## src/rtl/tick_gen.sv

```systemverilog
// ---------------------------------------------------------------------------
// tick_gen
//
// Multi-channel programmable tick generator. Each channel counts down from a
// run-time divisor and emits a registered one-cycle pulse every div+1 cycles
// (periodic) or once (one-shot). A global sync pulse restarts every enabled
// channel so channels with equal divisors tick together.
//
// Ports:
//   clk        - system clock, rising edge
//   rst_n      - asynchronous active-low reset
//   i_wr       - configuration write strobe (one cycle per write)
//   i_wr_ch    - target channel of the write (>= CHANNELS is ignored)
//   i_wr_div   - divisor to load (period = div+1 cycles)
//   i_wr_mode  - 0 = periodic, 1 = one-shot
//   i_en       - per-channel run enable (level)
//   i_sync     - global restart pulse
//   o_tick     - per-channel registered tick pulses
//   o_busy     - per-channel "state is RUN"
//   o_tick_cnt - per-channel saturating tick counters, channel n at
//                [n*CNT_W +: CNT_W]
//
// Build option:
//   TICK_GEN_STATS_EN - when defined, builds the per-channel tick counters;
//                       otherwise o_tick_cnt is tied to zero.
// ---------------------------------------------------------------------------
module tick_gen #(
  parameter int CHANNELS = 4,
  parameter int DIV_W    = 16,
  parameter int CNT_W    = 8,
  parameter int CH_W     = (CHANNELS > 1) ? $clog2(CHANNELS) : 1
) (
  input  logic                      clk,
  input  logic                      rst_n,
  input  logic                      i_wr,
  input  logic [CH_W-1:0]           i_wr_ch,
  input  logic [DIV_W-1:0]          i_wr_div,
  input  logic                      i_wr_mode,
  input  logic [CHANNELS-1:0]       i_en,
  input  logic                      i_sync,
  output logic [CHANNELS-1:0]       o_tick,
  output logic [CHANNELS-1:0]       o_busy,
  output logic [CHANNELS*CNT_W-1:0] o_tick_cnt
);

  typedef enum logic [1:0] {
    ST_IDLE = 2'd0,
    ST_RUN  = 2'd1,
    ST_DONE = 2'd2
  } state_e;

  for (genvar g = 0; g < CHANNELS; g++) begin : g_ch
    state_e           state_q, state_d;
    logic [DIV_W-1:0] cnt_q, cnt_d;
    logic [DIV_W-1:0] div_q, div_d;
    logic             mode_q, mode_d;
    logic             tick_q, tick_d;
    logic             wr_hit;

    // Out-of-range channel numbers never compare equal to a real channel,
    // so they are dropped without any extra decoding.
    assign wr_hit = i_wr && (i_wr_ch == CH_W'(g));

    // State register: FSM state, down-counter, configuration and tick flop.
    always_ff @(posedge clk or negedge rst_n) begin
      if (!rst_n) begin
        state_q <= ST_IDLE;
        cnt_q   <= '0;
        div_q   <= '0;
        mode_q  <= 1'b0;
        tick_q  <= 1'b0;
      end else begin
        state_q <= state_d;
        cnt_q   <= cnt_d;
        div_q   <= div_d;
        mode_q  <= mode_d;
        tick_q  <= tick_d;
      end
    end

    // Next-state logic. Priority: write, then enable low, then sync, then
    // the normal state behaviour. Reloading from div_q on the terminal
    // count keeps the period at exactly div+1 with no drift.
    always_comb begin
      state_d = state_q;
      cnt_d   = cnt_q;
      div_d   = div_q;
      mode_d  = mode_q;
      if (wr_hit) begin
        div_d   = i_wr_div;
        mode_d  = i_wr_mode;
        cnt_d   = i_wr_div;
        state_d = ST_IDLE;
      end else if (!i_en[g]) begin
        state_d = ST_IDLE;
      end else if (i_sync) begin
        cnt_d   = div_q;
        state_d = ST_RUN;
      end else begin
        case (state_q)
          ST_IDLE: begin
            cnt_d   = div_q;
            state_d = ST_RUN;
          end
          ST_RUN: begin
            if (cnt_q == '0) begin
              cnt_d = div_q;
              if (mode_q) begin
                state_d = ST_DONE;
              end
            end else begin
              cnt_d = cnt_q - DIV_W'(1);
            end
          end
          default: begin
            state_d = state_q;
          end
        endcase
      end
    end

    // Output logic: a tick is registered only from an undisturbed RUN state
    // at terminal count, so a write, enable drop or sync suppresses it.
    always_comb begin
      tick_d = 1'b0;
      if (!wr_hit && i_en[g] && !i_sync && (state_q == ST_RUN) && (cnt_q == '0)) begin
        tick_d = 1'b1;
      end
    end

    assign o_tick[g] = tick_q;
    assign o_busy[g] = (state_q == ST_RUN);

`ifdef TICK_GEN_STATS_EN
    logic [CNT_W-1:0] stat_q;

    // Saturating count of ticks seen on o_tick; cleared by a write.
    always_ff @(posedge clk or negedge rst_n) begin
      if (!rst_n) begin
        stat_q <= '0;
      end else if (wr_hit) begin
        stat_q <= '0;
      end else if (tick_q && (stat_q != '1)) begin
        stat_q <= stat_q + CNT_W'(1);
      end
    end

    assign o_tick_cnt[g*CNT_W +: CNT_W] = stat_q;
`else
    assign o_tick_cnt[g*CNT_W +: CNT_W] = '0;
`endif
  end

endmodule

```

## config.mk

```make
export PLATFORM = sky130hd
export DESIGN_NAME = tick_gen
export DESIGN_NICKNAME = d
export VERILOG_FILES = /design/src/rtl/tick_gen.sv
export SDC_FILE = /design/constraint.sdc
export NUM_CORES = 1
export LEC_CHECK = 0
export CAP_MARGIN = 15
export CORE_MARGIN = 10
export CORE_UTILIZATION = 25
export DETAILED_ROUTE_END_ITERATION = 12
export PLACE_DENSITY = 0.4
export SLEW_MARGIN = 20
export SYNTH_ARGS = -nofsm -noshare
export SYNTH_HDL_FRONTEND = slang
export SYNTH_SLANG_ARGS = --single-unit
```

## constraint.sdc

```tcl
create_clock -name clk -period 6.22 [get_ports clk]
set_input_delay 1.244 -clock clk [delete_from_list [all_inputs] [get_ports clk]]
set_output_delay 1.244 -clock clk [all_outputs]
set_load 0.02 [all_outputs]
```

Word-level counts from Yosys, hierarchy flattened
Cells that the tools add are included.

Register bits: 144. Input bits: 27. Output and inout bits: 40. Logic and storage cells: 141.

Add/sub/neg operators: 4. Equal/unequal tests: 19. Mux-type cells: 48. Reduce and logical (&&, ||, !) cells: 50.

Operators with widths (count): 2-to-1 mux 16 bit (16); one-hot mux 16 bit (2 select lines) (4); zero test 16 bit (4); subtractor 16 x 1 -> 16 bit, second input constant (4); 2-to-1 mux 2 bit (20); inequality test 5 x 3 -> 1 bit, second input constant (8); logical AND 1 bit (20); inequality test 5 x 1 -> 1 bit, second input constant (4); one-hot mux 2 bit (2 select lines) (4); nonzero test 4 bit (4); AND reduction 3 bit (4); equality test 2 x 1 -> 1 bit, second input constant (5); zero test 2 bit (5); AND reduction 2 bit (4); nonzero test 2 bit (4); zero test 1 bit (5); equality test 2 bit, second input constant (2); 2-to-1 mux 1 bit (4).

Depth between registers and ports, before layout
Gate-level depths: netlist of the first run.

Word-level depth: 8. Gate-level depth with buffers: 9. Depth with buffers taken out: 7.

Worst setup path before layout of the first run
OpenSTA, ideal clock, no wires.

Kind: in2reg. Start: in i_wr_ch[0]. End: reg g_ch[1].cnt_q[15]. Setup time: 77 ps. Data arrival time: 2637 ps. Required time: 6143 ps. Path slack: 3506 ps. Cell stages on the path: 8. Path buffers: 3. Path through: clkbuf_1 and3b_1 buf_2 a21oi_1 clkbuf_1 a22o_1 a31oi_1 o21ai_1.

Longest elaborated chain between the ends: 4. Elaborated cells between the ends (all ways): 6. Those cells by class: eq/ne (1); mux (1); reduce/logical (4).

RTL lines: start: declaration (RTL line 36) `input logic [CH_W-1:0] i_wr_ch,`; equality test 2 x 1 -> 1 bit (*) (RTL line 62) `assign wr_hit = i_wr && (i_wr_ch == CH_W'(g));`; logical AND 1 bit (*) (RTL line 62); nonzero test 4 bit (no line) or nonzero test 2 bit (tied branches); AND reduction 2 bit (no line); end signal: assignment (RTL line 74) `cnt_q <= cnt_d;`; end: declaration (RTL line 54) `logic [DIV_W-1:0] cnt_q, cnt_d;`.

Mark *: on every way between the ends. The rest lies on a longest branch, timed or not. A chain may end at the register's enable or synchronous reset.

Worst setup path after layout of the first run
Start: in i_sync. End: reg g_ch[1].cnt_q[0].

Longest elaborated chain between the ends: 3. Elaborated cells between the ends (all ways): 5. Those cells by class: mux (3); reduce/logical (2).

RTL lines: start: declaration (RTL line 40) `input logic i_sync,`; 2-to-1 mux 16 bit (RTL line 96) `end else if (i_sync) begin`; 2-to-1 mux 16 bit (RTL line 94) `end else if (!i_en[g]) begin`; 2-to-1 mux 16 bit (RTL line 89) `if (wr_hit) begin`.

Several ways; a longest one is shown, not always the timed one. The select of a mux whose other input is x is not followed.

==> results of run 1 <==
## worst max-delay path, stage by stage
cell and delay (ns):
clkdlybuf4s50_1 0.77, nand2b_1 0.33, a21oi_1 0.65, buf_4 0.31, inv_1 0.07, a311oi_1 0.25, o21ai_0 0.11
## per-stage QoR
step / instances / util / setup slack, ns
floorplan: 974 / - / 3.51
global placement: 1374 / 0.275 / 2.18
detailed placement: 1374 / 0.275 / 2.10
CTS: 1406 / 0.296 / 2.54
global route: 1406 / 0.296 / 2.61
finish: 1408 / 0.296 / 2.77
## routing by layer
metal / wire (um) / up-vias / part of all wire
li1: - / 3275 / -
met1: 12800 / 3237 / 0.50
met2: 11600 / 136 / 0.45
met3: 1040 / 27 / 0.040
met4: 346 / 2 / 0.013
met5: 13 / - / 0.00050
## final cells by class
cell class,count,share of cell area
clock inverter,11,0.0210
multi-input combinational,735,0.437
tap,435,0.0578
inverter,14,0.00558
antenna,2,0.000531
sequential,144,0.383
clock buffer,21,0.0500
timing repair buffer,46,0.0458
## cells by family (layout without fill, tap and decap cells)
group | Yosys count | count (layout) | synth area share
AND/OR/NAND/NOR | 475 | 475 | 0.279
AO/OA/AOI/OAI | 170 | 170 | 0.143
flip-flops | 144 | 144 | 0.444
buffers and inverters | 95 | 92 | 0.0648
XOR/XNOR | 32 | 32 | 0.0345
multiplexers | 18 | 18 | 0.0224
adder cells (fa/ha/maj) | 8 | 8 | 0.0123
other | 1 | 34 | 0.000462
## power by group through the flow
| stage | combinational, mW | clock [mW] | sequential [mW] |
|---|---|---|---|
| floorplan | 0.429 | 0 | 1.22 |
| global placement | 0.563 | 0 | 1.27 |
| detailed placement | 0.567 | 0 | 1.26 |
| CTS | 0.569 | 1.22 | 1.25 |
| global route | 0.644 | 1.25 | 1.28 |
| finish | 0.565 | 1.19 | 1.25 |
## Yosys cell counts, drive strengths merged (4+ instances only)
master and n:
o21ai 36, nand3b 4, a31oi 16, nor4 17
nor2b 8, ha 8, or3 9, inv 14
and2 6, xnor2 25, o31ai 8, nand4 12
o221ai 5, a21oi 25, o22ai 4, a32oi 4
nor2 51, or2 7, dfrtp 144, nor3 35
nand2b 12, nor4b 5, or4 9, o211ai 21
clkbuf 34, mux2i 17, a22o 9, nand2 261
nand3 20, xor2 7, o21a 4, a21boi 6
buf 47, and3 4
## how the worst max path moves through the flow
| stage | from | end | slack, ns | cells past startpoint |
|---|---|---|---|---|
| 6_report | i_sync | g_ch[1].cnt_q[0]$_DFFE_PN0P_ | 2.77 | 7 |
| 2_1_floorplan | i_wr_ch[0] | g_ch[1].cnt_q[15]$_DFFE_PN0P_ | 3.51 | 8 |
| 3_5_place_dp | i_sync | g_ch[0].cnt_q[9]$_DFFE_PN0P_ | 2.10 | 5 |
| 4_1_cts | i_sync | g_ch[0].cnt_q[14]$_DFFE_PN0P_ | 2.54 | 5 |
| 5_1_grt | i_sync | g_ch[1].cnt_q[0]$_DFFE_PN0P_ | 2.61 | 7 |
| 3_3_place_gp | i_sync | g_ch[0].cnt_q[9]$_DFFE_PN0P_ | 2.18 | 5 |
## sequential cells by signal, indices dropped and copies added (netlist names)
register,cells
g_ch.cnt_q,64
g_ch.tick_q,4
g_ch.mode_q,4
g_ch.div_q,64
g_ch.state_q,8
==> impl_results.md, run 1 <==
* Commonest non-fill, non-tap cell in the layout: nand2_1
* Final WL at 25,800 um
* Post-DP Area at 8740 um^2
* DR pass1 iterations at 5
* RSZ-0062 raised after global routing: no
* Share of layout cells above drive strength 1 at 0.0669
* Die area at 40,100 um^2
* VDD IR max at 0.113 mV
* Die Ht at 200 um
* Comb pwr share at 0.188
* Seq/Total Area, Yosys at 0.444
* Die W at 200 um
* Fmax at 290 MHz
* HP Class: flip-flop to flip-flop
* Total power at 3.01 mW
* Area contributors post-synth: dfrtp_1, nand2_1, buf_4
* Global-route wire length before repair at 41,200 um
* Core Footprint at 31,800 um^2
* Area leader, netlist: dfrtp_1
* Period minus WS final at 3.45 ns
* Clock Tree Root: clkbuf_16
* Pint at 2.07 mW
* Fin area at 9420 um^2
* # rows at 65
* Clock Tree Buf Depth at 2
* Endpoint type of the worst setup path: flip-flop
* Final setup fails at 0
* Sum of negative setup slack at 0 ns
* CTS tree: done
* Vias in the first global route at 6,797
* Hold-critical path depth at 2
* Final period utilization at 0.554
* GRT Overall Usage at 0.130
* Switching power at 933 uW
* Max-cap violations at 0
* Slew HR at 0.368
* Busiest grt layer: met2
* R2r worst-path depth at 5
* Clock sinks at 144
* Worst min-delay path startpoint: g_ch[0].div_q[4]$_DFFE_PN0P_
* Skew final at 0.0145 ns
* Initial antenna violation count at 3
* Area growth, synth to finish at 16.1%
* Clk_lat worst skew at 0.43 ns
* Largest net degree at the start of global routing at 61
* Ports at 67
* P_leak at 4.08 nW
* CTS H-tree depth at 4
* Sw frac at 0.310
* Kind of critical path: input pin to flip-flop
* Most frequent cells in the layout: nand2_1, dfrtp_1, nor2_1
* Via density at 4.74
* R2r setup slk at 3.65 ns
* Ys Warns at 0
* Nets at 993
* Hold_ws at 0.470 ns
* CTS-repair resized insts at 0
* Met3 usage at 0.0230
* Hold endpoint: g_ch[0].div_q[4]$_DFFE_PN0P_
* Worst Path Max Fanout at 19
* Post-synth ARST share at 1.00
* ANT nets after route at 0
* Crit path arrival time at 3.74 ns
* Postcts setup bufs at 0
* Total CTS buffers at 17
* Netlist Area Pre-Place at 8110 um^2
* Max-slew violation count at 0
* Synthesis-stage register bit count at 144
* Met2 usage at 0.201
* Number of synthesized flops with an enable pin at 0
* Mapped Cells at 943
* Final Hold Vio Count at 0
* PortBufs at 34
* WP data required at 6.51 ns
* Initial DRC Count at 464
* Hold-fix buffers, CTS at 0
* Synth unique cells at 68
* Initial Utilization at 0.255
* Most frequently used flop master after synthesis: dfrtp_1
* DRC viols at 0
* RR Endpoint: g_ch[0].cnt_q[7]$_DFFE_PN0P_
* Grt ovf at 0
* Seq pwr share at 0.415
* Clock-pin slew on the worst setup and hold paths at 0.07 ns
* Clock network fraction of design power at 0.397
* RR Startpoint: g_ch[0].cnt_q[2]$_DFFE_PN0P_
* Run status: finished clean
* DP HPWL at 17,000 um
* PD cells at 319 nW/um^2
* Syn avg cell area at 8.60 um^2
* Vias at 6,677
* Sequential cell area at 3600 um^2
* DR WL/cell at 18.4 um
* Slew @ Worst Pin at 0.935 ns
* Yosys top cell area share at 0.444
* # fillers at 3,386
* Critical Path Start Type: input pin
* Met1 Resource Use GR at 0.179
* Multi-input logic area at 4110 um^2
* Placer Congestion at 0.760
Note: power is estimated with default switching activity, not from simulation.
==> run 2: changes to the inputs <==
- clock period: 6.22 -> 3.45 ns (I/O delays scaled with it)
==> impl_results.md, run 2 (synthesized netlist as in run 1, its figures left out) <==
* Die W at 200 um (unchanged)
* Area growth, synth to finish at 16.9%
* Placer Congestion at 0.796 (+4.8%)
* Hold-fix buffers, CTS at 0 (unchanged)
* Max-cap violations at 0 (unchanged)
* WP data required at 3.76 ns (-2.75 ns)
* Largest registers: g_ch.cnt_q x64, g_ch.div_q x64, g_ch.state_q x8
* Pre-CTS WS at 0.634 ns (-1.46 ns)
* Fin area at 9490 um^2 (+0.73%)
* # rows at 65 (unchanged)
* DR pass1 iterations at 4 (-1)
* CTS-repair resized insts at 0 (unchanged)
* Slew @ Worst Pin at 0.764 ns (-0.171 ns)
* Skew final at 0.0120 ns (-0.00251 ns)
* Final core utilization at 0.298 (+0.00216)
* Nets at 1,011 (+1.8%)
* Commonest non-fill, non-tap cell in the layout: nand2_1
* Postcts setup bufs at 0 (unchanged)
* R2r worst-path depth at 7 (+2)
* Final period utilization at 0.737
* Critical Path Start Type: flip-flop
* Die Ht at 200 um (unchanged)
* Crit path arrival time at 2.85 ns (-0.89 ns)
* Ports at 67 (unchanged)
* Endpoint type of the worst setup path: flip-flop
* Global-route wire length before repair at 41,800 um (+1.4%)
* DR WL/cell at 18.4 um (about the same)
* Die area at 40,100 um^2 (unchanged)
* Final setup fails at 0 (unchanged)
* Sum of negative setup slack at 0 ns (unchanged)
* Worst Setup Slack, final at 0.909 ns (-1.86 ns)
* Core Footprint at 31,800 um^2 (unchanged)
* CTS H-tree depth at 4 (unchanged)
* Share of layout cells above drive strength 1 at 0.0820 (+0.0150)
* HP Class: input pin to asynchronous set/reset pin
* Final WL at 26,100 um (+1.1%)
* Vias in the first global route at 6,822 (+0.37%)
* ANT nets after route at 0 (unchanged)
* Vias at 6,788 (+1.7%)
* Clk_lat worst skew at 0.42 ns (about the same)
* Most frequent cells in the layout: nand2_1, dfrtp_1, nor2_1
* Fmax at 394 MHz
* DRC viols at 0 (unchanged)
* CTS tree: done
* Via density at 4.77 (+0.59%)
* Period minus WS final at 2.54 ns
* Slew HR at 0.488 (+0.121)
* Kind of critical path: flip-flop to flip-flop
* Largest net degree at the start of global routing at 72 (+18%)
* PortBufs at 34 (unchanged)
* Clock Tree Buf Depth at 2 (unchanged)
* Max-slew violation count at 0 (unchanged)
* Run status: finished clean
* Clock Tree Root: clkbuf_16
* Diode count at 0 (-2)
* Worst Path Max Fanout at 13 (-6)
* DP HPWL at 18,000 um (+6.0%)
* Grt ovf at 0 (unchanged)
* PD cells at 541 nW/um^2 (+69%)
* VDD IR max at 0.232 mV (+100%)
* RSZ-0062 raised after global routing: no
* Post-DP Area at 8910 um^2 (+1.9%)
* Clock sinks at 144 (unchanged)
* GRT Overall Usage at 0.131 (+0.00158)
* Final Hold Vio Count at 0 (unchanged)
* Initial Utilization at 0.255 (unchanged)
* Initial DRC Count at 449 (-3.2%)
* Total CTS buffers at 17 (unchanged)
* Clock-pin slew on the worst setup and hold paths at 0.07 ns (about the same)
* P_leak at 4.14 nW (+1.4%)
* Initial antenna violation count at 0 (-3)
## run 2: cell count changes in the layout (fill, tap and decap cells not counted), moves of 2 or more
| cell | previous run | this run |
|---|---|---|
| buf_12 | 0 | 2 |
| clkinv_2 | 1 | 3 |
| bufinv_16 | 5 | 1 |
| clkbuf_8 | 3 | 5 |
| buf_4 | 12 | 28 |
| inv_6 | 4 | 1 |
| diode_2 | 2 | 0 |
| clkinv_4 | 0 | 2 |
## run 2: cell type report
type / instances / area [um^2]
tap: 435 / 544
timing repair buffer: 64 / 592
clock inverter: 8 / 78.8
clock buffer: 23 / 498
inverter: 14 / 52.6
fill: 3406 / 22300
multi-input combinational: 735 / 4120
sequential: 144 / 3600
## run 2: critical path: stages, from the launching register on
cell	delay (ns)
dfrtp_1	0.43
inv_1	0.10
ha_1	0.17
nor4b_1	0.25
and4_1	0.48
or2_1	0.51
o21ai_0	0.17
o32a_1	0.30
## run 2: report_power, final
| group | switching [mW] | leakage (nW) | internal [mW] |
|---|---|---|---|
| clock | 0.744 | 0.285 | 1.09 |
| combinational | 0.601 | 2.05 | 0.446 |
| sequential | 0.295 | 1.80 | 1.96 |
| total | 1.64 | 4.14 | 3.49 |
## run 2: metrics by stage
| stage | instances | hold slack, ns | total power [mW] |
|---|---|---|---|
| detailed placement | 1392 | 0.466 | 3.33 |
| floorplan | 974 | 0.394 | 2.97 |
| global placement | 1392 | 0.460 | 3.34 |
| CTS | 1423 | 0.317 | 5.20 |
| finish | 1423 | 0.297 | 5.13 |
| global route | 1423 | 0.329 | 5.46 |
## run 2: per-layer routing
| layer | GRT usage | vias up | share of wire |
|---|---|---|---|
| met4 | 0.0368 | 0 | 0.015 |
| met3 | 0.0239 | 22 | 0.032 |
| li1 | - | 3307 | - |
| met1 | 0.180 | 3342 | 0.49 |
| met5 | 0 | - | 0 |
| met2 | 0.205 | 117 | 0.46 |
## run 2: final timing paths
kind / end / start / slack [ns]
setup / recovery: g_ch[0].cnt_q[7]$_DFFE_PN0P_ / g_ch[0].cnt_q[0]$_DFFE_PN0P_ / 0.91
hold / removal: g_ch[0].div_q[1]$_DFFE_PN0P_ / rst_n / 0.30
setup reg to reg: g_ch[0].cnt_q[7]$_DFFE_PN0P_ / g_ch[0].cnt_q[0]$_DFFE_PN0P_ / 0.91
hold reg to reg: g_ch[0].div_q[8]$_DFFE_PN0P_ / g_ch[0].div_q[8]$_DFFE_PN0P_ / 0.48
max in group asynchronous: g_ch[3].div_q[8]$_DFFE_PN0P_ / rst_n / 2.44
min in group clk: g_ch[0].div_q[8]$_DFFE_PN0P_ / g_ch[0].div_q[8]$_DFFE_PN0P_ / 0.48
==> patch (config.mk and constraints of run 2) <==
Register the inputs `i_wr`, `i_wr_ch`, `i_wr_div`, `i_wr_mode`, `i_en` and `i_sync` before use. The logic sees them one clock later. Comments in the files are not updated.
--- a/src/rtl/tick_gen.sv
+++ b/src/rtl/tick_gen.sv
@@ -49,6 +49,22 @@
     ST_DONE = 2'd2
   } state_e;
 
+  logic i_wr_q;
+  logic [CH_W-1:0] i_wr_ch_q;
+  logic [DIV_W-1:0] i_wr_div_q;
+  logic i_wr_mode_q;
+  logic [CHANNELS-1:0] i_en_q;
+  logic i_sync_q;
+
+  always_ff @(posedge clk) begin
+    i_wr_q      <= i_wr;
+    i_wr_ch_q   <= i_wr_ch;
+    i_wr_div_q  <= i_wr_div;
+    i_wr_mode_q <= i_wr_mode;
+    i_en_q      <= i_en;
+    i_sync_q    <= i_sync;
+  end
+
   for (genvar g = 0; g < CHANNELS; g++) begin : g_ch
     state_e           state_q, state_d;
     logic [DIV_W-1:0] cnt_q, cnt_d;
@@ -59,7 +75,7 @@
 
     // Out-of-range channel numbers never compare equal to a real channel,
     // so they are dropped without any extra decoding.
-    assign wr_hit = i_wr && (i_wr_ch == CH_W'(g));
+    assign wr_hit = i_wr_q && (i_wr_ch_q == CH_W'(g));
 
     // State register: FSM state, down-counter, configuration and tick flop.
     always_ff @(posedge clk or negedge rst_n) begin
@@ -87,13 +103,13 @@
       div_d   = div_q;
       mode_d  = mode_q;
       if (wr_hit) begin
-        div_d   = i_wr_div;
-        mode_d  = i_wr_mode;
-        cnt_d   = i_wr_div;
+        div_d   = i_wr_div_q;
+        mode_d  = i_wr_mode_q;
+        cnt_d   = i_wr_div_q;
         state_d = ST_IDLE;
-      end else if (!i_en[g]) begin
+      end else if (!i_en_q[g]) begin
         state_d = ST_IDLE;
-      end else if (i_sync) begin
+      end else if (i_sync_q) begin
         cnt_d   = div_q;
         state_d = ST_RUN;
       end else begin
@@ -123,7 +139,7 @@
     // at terminal count, so a write, enable drop or sync suppresses it.
     always_comb begin
       tick_d = 1'b0;
-      if (!wr_hit && i_en[g] && !i_sync && (state_q == ST_RUN) && (cnt_q == '0)) begin
+      if (!wr_hit && i_en_q[g] && !i_sync_q && (state_q == ST_RUN) && (cnt_q == '0)) begin
         tick_d = 1'b1;
       end
     end
Formal check against the unedited RTL: not equivalent (Yosys sat finds a counterexample within 4 cycles, from zero or initial values and one cycle with rst_n low).
==> patch against run 2 <==
- worst setup slack worse by 0.030 ns
- cell area is 4.9% higher
- clock skew is 0.0022 ns higher
- total power is 9.2% higher
- cell count is 2.0% higher
- sequential cell count is 25 higher
- via count is 3.1% higher
- fmax is 1.2% lower
- core utilization is 0.95 points lower
- area after synthesis is 7.4% higher
- first-iteration DRC count is 10% higher
- wire length is 3.6% higher
==> patch: results <==
[outcome]
outcome = "complete, no violations"

[clock_tree]
clock-sinks = 169
clk_latency_ns = 0.45

[placed_design]
dpl_cell_area_um2 = 9360
dp_cells = 1419
gp_congestion = 0.778

[timing]
finalCriticalPeriod_ns = 2.57
fin_skew_ns = 0.0142
worstMarginPinSlew_ns = 0.849

[synth]
seq_area_frac_synth_pct = 47.1
netlist_instances = 968
synth_cell_types = 83
synth_area_leaders = "dfrtp_1 41%, nand2_1 11%, dfxtp_1 5.7%, buf_4 3.2%, o21ai_0 2.3%"
async_reset_ff_share_pct = 85.2
synthesis.area_um2 = 8720

[finish]
final_area_um2 = 9950
buf_share_pct = 4.54
n_all_buffers = 47
seq_area_share_pct = 41.2
reg_top3 = "g_ch.cnt_q: 64 flops, g_ch.div_q: 64 flops, i_wr_div_q: 16 flops"
drive_above_1_share_pct = 8.43
nNonClkInverters = 17
fin_nets = 1018
fin_cells = 1451
multi_input_area_share_pct = 41.9
nFillCells = 3671

[global_route]
grt.total_usage_pct = 12.9
grt_pass1_vias = 6935
grt_max_degree = 74
grt_first_pass_wirelength_um = 42200

[detailed_routing]
vias = 6996

[worst_setup_path]
r2r_start = "g_ch[1].cnt_q[0]"
r2r_slack_ns = 1.20
cp_max_fo = 4
worstReg2RegEnd = "g_ch[1].cnt_q[6]"
crit_family = "buffers and inverters"
cpPeakStageDelay_ns = 0.70
slowest_stage = "clkdlybuf4s50_1"
critPathCapture = "o_busy[3]"
crit_start = "g_ch[3].state_q[1]"

[power]
internal_power_w = 0.00380
leakage_nw = 4.24
ir_worst_vdd_v = 0.000380
-- patch: cell types whose count changed in the layout (fill, tap and decap cells not counted), sizes merged, moves of 11 or more --
cell   before  now
a22oi       2   15
buf        31   14
dfxtp       0   25
nand2     261  250
nand3      20   39
nor2       51   40
o21ai      36   54
xor2        7   18
-- patch: worst min-delay path by stage --
stage	endpoint	slack, ns	from
after CTS	g_ch[0].cnt_q[7]	0.31	rst_n
after detailed placement	g_ch[3].div_q[10]	0.47	g_ch[3].div_q[10]
after global placement	g_ch[3].div_q[14]	0.46	g_ch[3].div_q[14]
after global routing	g_ch[0].div_q[4]	0.33	rst_n
after floorplan	g_ch[0].cnt_q[0]	0.39	rst_n
final	g_ch[0].div_q[4]	0.28	rst_n
-- patch: kinds of logic after synthesis --
kind of cell    synth area share (%)
fa+ha+maj                       1.15
simple gates                    26.3
mux                             1.55
other cells                   0.0430
xor+xnor                        3.52
compound gates                  14.0
flops                           47.1
buf+inv                         6.45
-- patch: per-layer routing --
metal,track usage [%],up-vias,routed length (µm)
li1,-,3361,-
met1,18.4,3463,13600
met2,19.2,148,12000
met3,2.59,24,1120
met4,3.62,0,385
met5,0,-,0
-- patch: worst reg2reg max path, stage by stage, from the launching register on --
cell      delay, ns
dfrtp_1        0.42
inv_1          0.08
ha_1           0.19
nor4b_1        0.15
and4_1         0.33
nor2_2         0.55
o21ai_0        0.15
a211oi_1       0.27
-- patch: power by group through the flow --
| stage | clock network, W | registers [W] | logic [W] |
|---|---|---|---|
| floorplan | 0 | 0.00252 | 0.000808 |
| global placement | 0 | 0.00265 | 0.000995 |
| detailed placement | 0 | 0.00264 | 0.00100 |
| CTS | 0.00206 | 0.00261 | 0.00101 |
| global route | 0.00213 | 0.00266 | 0.00114 |
| finish | 0.00200 | 0.00261 | 0.000998 |
